### src/rtl/pipe_stage_reg.sv
// pipe_stage_reg: generic inter-stage pipeline register for the RISC-V core.
// Carries a payload bus and a control bus with a valid/ready handshake and
// a flush that turns the stage into a bubble. With SKID=1 a second entry
// makes in_ready come from a register, which breaks long ready chains.
//
// Ports:
//   clk, rst       rising-edge clock, synchronous active-high reset
//   in_valid       upstream offers an instruction
//   in_ready       stage accepts this cycle (0 while rst is high)
//   in_data        upstream payload, DATA_W bits
//   in_ctrl        upstream control, CTRL_W bits (all-zero means NOP)
//   flush          kill the stage contents and the input offered this cycle
//   out_valid      stage holds a valid instruction
//   out_ready      downstream accepts; 0 stalls the stage
//   out_data       registered payload (meaningless when out_valid is 0)
//   out_ctrl       registered control, forced to 0 when out_valid is 0
//   skid_full      skid entry occupied (always 0 when SKID=0)

module pipe_stage_reg #(
    parameter int DATA_W = 96,
    parameter int CTRL_W = 8,
    parameter int SKID   = 0
) (
    input  logic              clk,
    input  logic              rst,
    input  logic              in_valid,
    output logic              in_ready,
    input  logic [DATA_W-1:0] in_data,
    input  logic [CTRL_W-1:0] in_ctrl,
    input  logic              flush,
    output logic              out_valid,
    input  logic              out_ready,
    output logic [DATA_W-1:0] out_data,
    output logic [CTRL_W-1:0] out_ctrl,
    output logic              skid_full
);

    // Main entry: the one visible on out_*.
    logic              main_valid_q;
    logic              main_valid_d;
    logic [DATA_W-1:0] main_data_q;
    logic [DATA_W-1:0] main_data_d;
    logic [CTRL_W-1:0] main_ctrl_q;
    logic [CTRL_W-1:0] main_ctrl_d;

    // Skid entry: holds the instruction accepted while main was stalled.
    logic              skid_valid_q;
    logic              skid_valid_d;
    logic [DATA_W-1:0] skid_data_q;
    logic [DATA_W-1:0] skid_data_d;
    logic [CTRL_W-1:0] skid_ctrl_q;
    logic [CTRL_W-1:0] skid_ctrl_d;

    logic in_xfer;
    logic out_xfer;
    logic main_free;

    generate
        if (SKID == 0) begin : g_noskid
            // Ready looks through the stage: a draining or flushed
            // entry frees the slot in the same cycle.
            assign in_ready  = !rst && (!main_valid_q || out_ready || flush);
            assign skid_full = 1'b0;
        end else begin : g_skid
            // Ready depends only on flop state, so no path runs from
            // out_ready to in_ready. rst gating keeps it low in reset.
            assign in_ready  = !rst && !skid_valid_q;
            assign skid_full = skid_valid_q;
        end
    endgenerate

    assign out_valid = main_valid_q;
    assign out_data  = main_data_q;
    assign out_ctrl  = main_ctrl_q;

    always_comb begin
        main_valid_d = main_valid_q;
        main_data_d  = main_data_q;
        main_ctrl_d  = main_ctrl_q;
        skid_valid_d = skid_valid_q;
        skid_data_d  = skid_data_q;
        skid_ctrl_d  = skid_ctrl_q;

        in_xfer   = in_valid && in_ready;
        out_xfer  = main_valid_q && out_ready;
        // Main can take a new entry when empty or being drained now.
        main_free = !main_valid_q || out_xfer;

        if (flush) begin
            // Current output may still transfer this cycle; only the
            // next state becomes a bubble. Data is left as-is.
            main_valid_d = 1'b0;
            main_ctrl_d  = '0;
            skid_valid_d = 1'b0;
            skid_ctrl_d  = '0;
        end else if (main_free) begin
            if (skid_valid_q) begin
                // Skid is older than any input, so it goes first.
                // in_ready is 0 here, so no input is lost.
                main_valid_d = 1'b1;
                main_data_d  = skid_data_q;
                main_ctrl_d  = skid_ctrl_q;
                skid_valid_d = 1'b0;
                skid_ctrl_d  = '0;
            end else if (in_xfer) begin
                main_valid_d = 1'b1;
                main_data_d  = in_data;
                main_ctrl_d  = in_ctrl;
            end else begin
                main_valid_d = 1'b0;
                main_ctrl_d  = '0;
            end
        end else if (in_xfer) begin
            // Main is stalled; only reachable with the skid entry,
            // since without it in_ready is low in this state.
            skid_valid_d = 1'b1;
            skid_data_d  = in_data;
            skid_ctrl_d  = in_ctrl;
        end
    end

    always_ff @(posedge clk) begin
        if (rst) begin
            main_valid_q <= 1'b0;
            main_data_q  <= '0;
            main_ctrl_q  <= '0;
            skid_valid_q <= 1'b0;
            skid_data_q  <= '0;
            skid_ctrl_q  <= '0;
        end else begin
            main_valid_q <= main_valid_d;
            main_data_q  <= main_data_d;
            main_ctrl_q  <= main_ctrl_d;
            skid_valid_q <= skid_valid_d;
            skid_data_q  <= skid_data_d;
            skid_ctrl_q  <= skid_ctrl_d;
        end
    end

endmodule
### config.mk
export PLATFORM = sky130hd
export DESIGN_NAME = pipe_stage_reg
export DESIGN_NICKNAME = d
export VERILOG_FILES = /design/src/rtl/pipe_stage_reg.sv
export SDC_FILE = /design/constraint.sdc
export NUM_CORES = 1
export LEC_CHECK = 0
export ABC_AREA = 1
export ABC_CLOCK_PERIOD_IN_PS = 1400
export CAP_MARGIN = 20
export CORE_UTILIZATION = 49
export CTS_CLUSTER_DIAMETER = 50
export CTS_CLUSTER_SIZE = 40
export DETAILED_ROUTE_END_ITERATION = 10
export PLACE_DENSITY = 0.8
export SYNTH_ARGS = -nofsm -noshare
export SYNTH_HDL_FRONTEND = slang
export SYNTH_SLANG_ARGS = --single-unit
### constraint.sdc
create_clock -name clk -period 1.4 [get_ports clk]
set_input_delay 0.28 -clock clk [delete_from_list [all_inputs] [get_ports clk]]
set_output_delay 0.28 -clock clk [all_outputs]
set_load 0.02 [all_outputs]
==> flow_metrics.tcl, run 1 <==
set metrics [dict create \
    dp_slack_ps -488 \
    worstMarginPinSlew_ps 1020 \
    port_buffers 214 \
    postSynthAreaPerCell_um2 7.42 \
    root_buffer "clkbuf_16" \
    clock_power_share_pct 41.0 \
    ys_seq_area_share_pct 49.8 \
    clk_latency_ps 500 \
    rows 47 \
    synth_fp_nets 1247 \
    required_ps 1120 \
    failed_checks "setup timing" \
    detail-route-antenna-nets 0 \
    dr.pass1.iters 4 \
    post_dp_cell_area_um2 10900 \
    post-synth-top-area-fraction_pct 49.8 \
    yosys.cell_types.count 22 \
    htree_levels 1 \
    cts_buffer_depth 3 \
    drc 0 \
    pwr-share-comb_pct 12.4 \
    finalSetupViolations 3 \
    synth-seq-cells 210 \
    synth_area_leaders "dfxtp_1 50%, nor2_1 9.3%, nand2_1 9.1%" \
    startpoint "out_valid$_SDFFE_PP0P_" \
    post-route-cell-area_um2 11200 \
    routed_wl_mm 21.0 \
    drive_gt1_share_pct 14.7 \
    fin_crit_sh_pct 101 \
    cts_tree "built" \
    rsz0062_at_grt "yes" \
    power_leakage_nw 4.96 \
    seqPwrFrac_pct 46.6 \
    status "complete, but fails checks" \
    path_max_fanout 3 \
    slew_viol_final 0 \
    die_w_um 133 \
    cts_buffers 20 \
    min_path_type "primary input to flop" \
    ys.warnings.count 0 \
    fillers 1433 \
    worstSetupEndpointType "output pin" \
    clkTransAtPathRegs_ps 70 \
    gp_congestion 0.791 \
    hold_viol_final 0 \
    netlist_instances 1138 \
    slew_headroom_pct 31.7 \
    core_area_um2 16700 \
    drt_iter0_markers 349 \
    dp.cells 1528 \
    areaGrowthSynthToFinish_pct 33.1 \
    worst-endpoint-arrival_ps 1140 \
    fin_crit_ps 1420 \
    cp-start-kind "flop" \
    grt_usage_pct 22.4 \
    antenna_found_initial 1 \
    ir_worst_vdd_v 0.000995 \
    io-pin-count 216 \
    switching_share_pct 26.7 \
    via_per_inst 4.96 \
    fmax_ghz 0.705 \
    start_util_pct 50.5 \
    layout_setup_ws_ps -18.8 \
    gr-total-overflow 0 \
    r2r_start "out_valid$_SDFFE_PP0P_" \
    wl_per_cell_um 13.4 \
    setup_tns_ps -29.3 \
    grt_pass1_wl_mm 33.2 \
    grt_max_degree 101 \
    fin_nets 1442 \
    switchingPower_mw 3.56 \
    grt_pass1_vias 6992 \
    critPathKind "flop to output pin" \
    regToRegSetupSlack_ps 0 \
    r2r_end "out_data[69]$_SDFFE_PP0P_" \
    maxCapViolations 0 \
    whs_ps 247 \
    yosys.area.top_type "dfxtp_1" \
    skew_ps 18.4 \
    reg2reg_depth 7 \
    power_mw 13.3 \
    crit_end "in_ready" \
    vias 7772 \
    netlist_area_um2 8440 \
    cts_sinks 210 \
    fin_cells 1568 \
    p_int_mw 9.77 \
    die_area_um2 17800 \
    p_per_area_nw_per_um2 1190 \
    fp.dieH_um 133 \
    dp_hpwl_mm 13.0 \
    final_util_pct 67.3 \
]
## synth_stat cells
cell / n
nand3_1: 98
o21ai_0: 2
nor2_1: 209
nand4_1: 5
nor3_1: 1
inv_2: 1
o21ai_2: 1
a21oi_1: 102
nand2_1: 205
inv_1: 110
o211ai_1: 3
o21a_1: 96
inv_4: 1
buf_4: 10
o21ai_1: 3
nor2_2: 1
buf_1: 10
nand2_2: 1
conb_1: 1
dfxtp_1: 210
clkbuf_1: 18
buf_2: 50
## worst max-delay path, stage by stage, from the launching register on
cell and delay, ps:
dfxtp_2 340, nand3_2 80, nand2_2 70, inv_2 40, buf_6 120
## flip-flops by register name, summed over array words and instances (netlist names)
name and count:
out_ctrl 8, out_data 96, out_valid 1, skid_ctrl_q 8, skid_data_q 96, skid_valid_q 1
## final cells by class
| cell class | count | area (um2) | share of cell area, % |
|---|---|---|---|
| tap | 220 | 275 | 2.45 |
| sequential | 210 | 4210 | 37.4 |
| inverter | 112 | 428 | 3.81 |
| clock inverter | 14 | 171 | 1.53 |
| multi-input combinational | 728 | 3410 | 30.4 |
| timing repair buffer | 261 | 2220 | 19.8 |
| clock buffer | 22 | 518 | 4.61 |
| antenna | 1 | 2.50 | 0.0223 |
## repair_timing
item	CTS	global route
buffers inserted	0	1
setup endpoints to repair	107	134
pin swaps	2	1
hold buffers	0	0
resized for setup	377	53
gates cloned	0	2
## cell usage in the layout, fill, tap and decap left out, types with 5 or more instances in the layout
| master | count |
|---|---|
| a21oi_1 | 102 |
| buf_12 | 9 |
| buf_2 | 101 |
| buf_4 | 33 |
| clkbuf_16 | 22 |
| clkdlybuf4s50_1 | 107 |
| clkinv_8 | 6 |
| dfxtp_1 | 209 |
| inv_1 | 109 |
| nand2_1 | 204 |
| nand3_1 | 97 |
| nand4_1 | 5 |
| nor2_1 | 209 |
| o21a_1 | 96 |
## cells by family after synthesis
group           Yosys count  synth area share (%)
compound gates          207                  15.3
buf+inv                 200                  10.1
flops                   210                  49.8
other cells               1                0.0444
simple gates            520                  24.8
## power by group through the flow
stage	combinational, mW	clock [mW]	sequential, mW
floorplan	0.728	0	6.53
CTS	1.70	5.57	6.21
finish	1.66	5.47	6.21
detailed placement	1.78	0	6.35
global route	1.81	5.82	6.23
global placement	1.77	0	6.35
## worst min-delay path by stage
stage,slack (ps),cells after the start,endpoint,start
after floorplan,410,2,skid_ctrl_q[7]$_SDFFE_PP0P_,skid_ctrl_q[7]$_SDFFE_PP0P_
after global placement,420,2,skid_ctrl_q[7]$_SDFFE_PP0P_,skid_ctrl_q[7]$_SDFFE_PP0P_
after detailed placement,420,2,skid_data_q[78]$_SDFFE_PP0P_,skid_data_q[78]$_SDFFE_PP0P_
after CTS,230,5,skid_ctrl_q[1]$_SDFFE_PP0P_,rst
after global routing,300,5,skid_ctrl_q[4]$_SDFFE_PP0P_,rst
final,250,5,skid_ctrl_q[1]$_SDFFE_PP0P_,rst
## per-layer routing
metal / track usage, % / part of all wire, % / vias to the layer above
li1: - / - / 3965
met1: 30.3 / 46 / 3552
met2: 37.1 / 46 / 228
met3: 3.61 / 5.9 / 27
met4: 5.56 / 1.9 / 0
met5: 0 / 0 / -
Power figures use the tool's default switching activity.
==> inputs of run 2 (changes only) <==
- ABC_AREA: 1 -> 0
==> flow_metrics.tcl, run 2 <==
set metrics [dict create \
    core_area_um2 16700 \
    maxCapViolations 0 \
    root_buffer "clkbuf_16" \
    required_ps 1770 \
    ys_top_cells_by_count "210 x dfxtp_1, 193 x nor2b_1, 103 x mux2i_1" \
    fmax_ghz 0.663 \
    fin_crit_sh_pct 108 \
    cts_buffer_depth 3 \
    layout_setup_ws_ps -109 \
    synth_area_leaders "dfxtp_1 50%, nor2b_1 14%, mux2i_1 12%" \
    gp_congestion 0.749 \
    worstSetupEndpointType "flop" \
    antenna_found_initial 0 \
    power_leakage_nw 4.82 \
    dp_hpwl_mm 12.3 \
    rows 47 \
    failed_checks "setup timing" \
    yosys.area.top_type "dfxtp_1" \
    cp-start-kind "flop" \
    hold_viol_final 0 \
    reg2reg_depth 4 \
    yosys.cell_types.count 27 \
    layout_commonest_cell "dfxtp_1" \
    finalSetupViolations 79 \
    worst-endpoint-arrival_ps 1870 \
    ir_worst_vdd_v 0.000948 \
    gr-total-overflow 0 \
    antenna_cells 0 \
    drt_iter0_markers 212 \
    fin_crit_ps 1510 \
    via_per_inst 4.85 \
    final_util_pct 69.1 \
    routed_wl_mm 18.8 \
    fin_nets 1119 \
    port_buffers 214 \
    slew_viol_final 0 \
    areaGrowthSynthToFinish_pct 36.4 \
    synth_edf_count 0 \
    cts_sinks 210 \
    status "complete, but fails checks" \
    ys.flop_type "dfxtp_1" \
    synth-seq-cells 210 \
    wl_per_cell_um 15.2 \
    netlist_area_um2 8450 \
    grt_pass1_wl_mm 30.1 \
    critPathKind "flop to flop" \
    final_cell_mix "208 x dfxtp_1, 192 x nor2b_1, 106 x clkdlybuf4s50_1, 101 x nor2_1, 101 x mux2i_1" \
    ys.warnings.count 0 \
    post_dp_cell_area_um2 11000 \
    fp.dieH_um 133 \
    dr.pass1.iters 4 \
    postSynthAreaPerCell_um2 10.7 \
    htree_levels 1 \
    fillers 1343 \
    synth.most_common_cell "dfxtp_1" \
    cts_tree "built" \
    post_cts_buffers 0 \
    detail-route-antenna-nets 0 \
    clkTransAtPathRegs_ps 70 \
    synthArstFlopShare_pct 0 \
    post-route-cell-area_um2 11500 \
    skew_ps 13.6 \
    netlist_instances 791 \
    min_path_type "primary input to flop" \
    die_area_um2 17800 \
    vias 6031 \
    ys_seq_area_share_pct 49.7 \
    die_w_um 133 \
    clk_latency_ps 490 \
    rsz0062_at_grt "yes" \
    post-synth-top-area-fraction_pct 49.7 \
    synth_fp_nets 900 \
    path_max_fanout 20 \
    grt_max_degree 110 \
    drc 0 \
    grt_usage_pct 20.7 \
    start_util_pct 50.6 \
    cts_hold_buffers 0 \
    p_per_area_nw_per_um2 1120 \
    cts_buffers 20 \
    drive_gt1_share_pct 27.7 \
    grt_pass1_vias 5911 \
    hold_depth 3 \
    io-pin-count 216 \
]
## run 2: cell types whose count changed in the layout (fill, tap and decap cells not counted), sizes merged, moves of 24 or more
cell           delta
nor2            -108
nand3            -97
nand2           -206
mux2             +96
inv             -110
buf              -39
o21a             -96
clkdlybuf4s15    +24
a21oi           -100
mux2i           +103
nor2b           +193
## run 2: path summary, 6_finish.rpt
path | slack (ps) | to | startpoint
worst min register to register | 460 | out_ctrl[6]$_SDFFE_PP0P_ | out_ctrl[6]$_SDFFE_PP0P_
worst max-delay path | -110 | out_data[34]$_SDFFE_PP0P_ | out_valid$_SDFFE_PP0P_
worst max register to register | -110 | out_data[34]$_SDFFE_PP0P_ | out_valid$_SDFFE_PP0P_
worst min-delay path | 140 | skid_data_q[92]$_SDFFE_PP0P_ | rst
## run 2: stage by stage
step                setup TNS, ps  hold WS, ps  instances  total power [mW]  setup slack, ps
floorplan                   -5390          430        791              6.87             -117
global placement           -63010          448       1204              7.52             -662
detailed placement         -61880          449       1204              7.53             -671
CTS                         -5180          124       1239              13.0             -118
global route                -8900          152       1243              13.4             -144
finish                      -5330          144       1243              12.9             -109
## run 2: layout make-up
type / instances / area [um2] / share of cell area, %
flip-flops and latches: 210 / 4210 / 36.5
multi-input cells: 523 / 4040 / 35.1
repair buffers: 253 / 2310 / 20.1
clock buffers: 25 / 561 / 4.86
well taps: 220 / 275 / 2.39
clock inverters: 10 / 121 / 1.05
inverters: 2 / 7.51 / 0.0651
## run 2: timing repair
item | in CTS | in global routing
gates resized for setup | 352 | 65
pin swaps | 1 | 1
cloned | 0 | 4
setup endpoints to repair | 209 | 153
## run 2: critical path, cell delays in order (launching register included)
cell	delay, ps
dfxtp_4	360
nor2b_4	140
a211o_4	370
buf_12	210
mux2_4	310
## run 2: power by group
group | internal (mW) | switching, mW
Combinational | 0.674 | 0.553
Clock | 3.12 | 2.40
Sequential | 6.07 | 0.0513
Total | 9.87 | 3.00
## run 2: logic make-up after synthesis
logic type             share of synthesized area [%]
and+or+nand+nor                                 19.7
DFF                                             49.7
muxes                                           25.9
buffers and inverters                           3.37
AOI/OAI and AO/OA                               1.23
other                                         0.0444
## run 2: layer usage
metal  vias to the layer above  global-route usage, %  part of all wire (%)
li1                       3022                      -                     -
met1                      2851                   26.1                    44
met4                         0                   5.49                   1.7
met2                       135                   36.1                    49
met3                        23                   3.92                   4.7
met5                         -                      0                     0
==> inputs of run 3 (changes only) <==
- SLEW_MARGIN: unset -> 10
==> results of run 3 <==
Same layout as run 2: the final DEF is identical, and so are final timing and power.
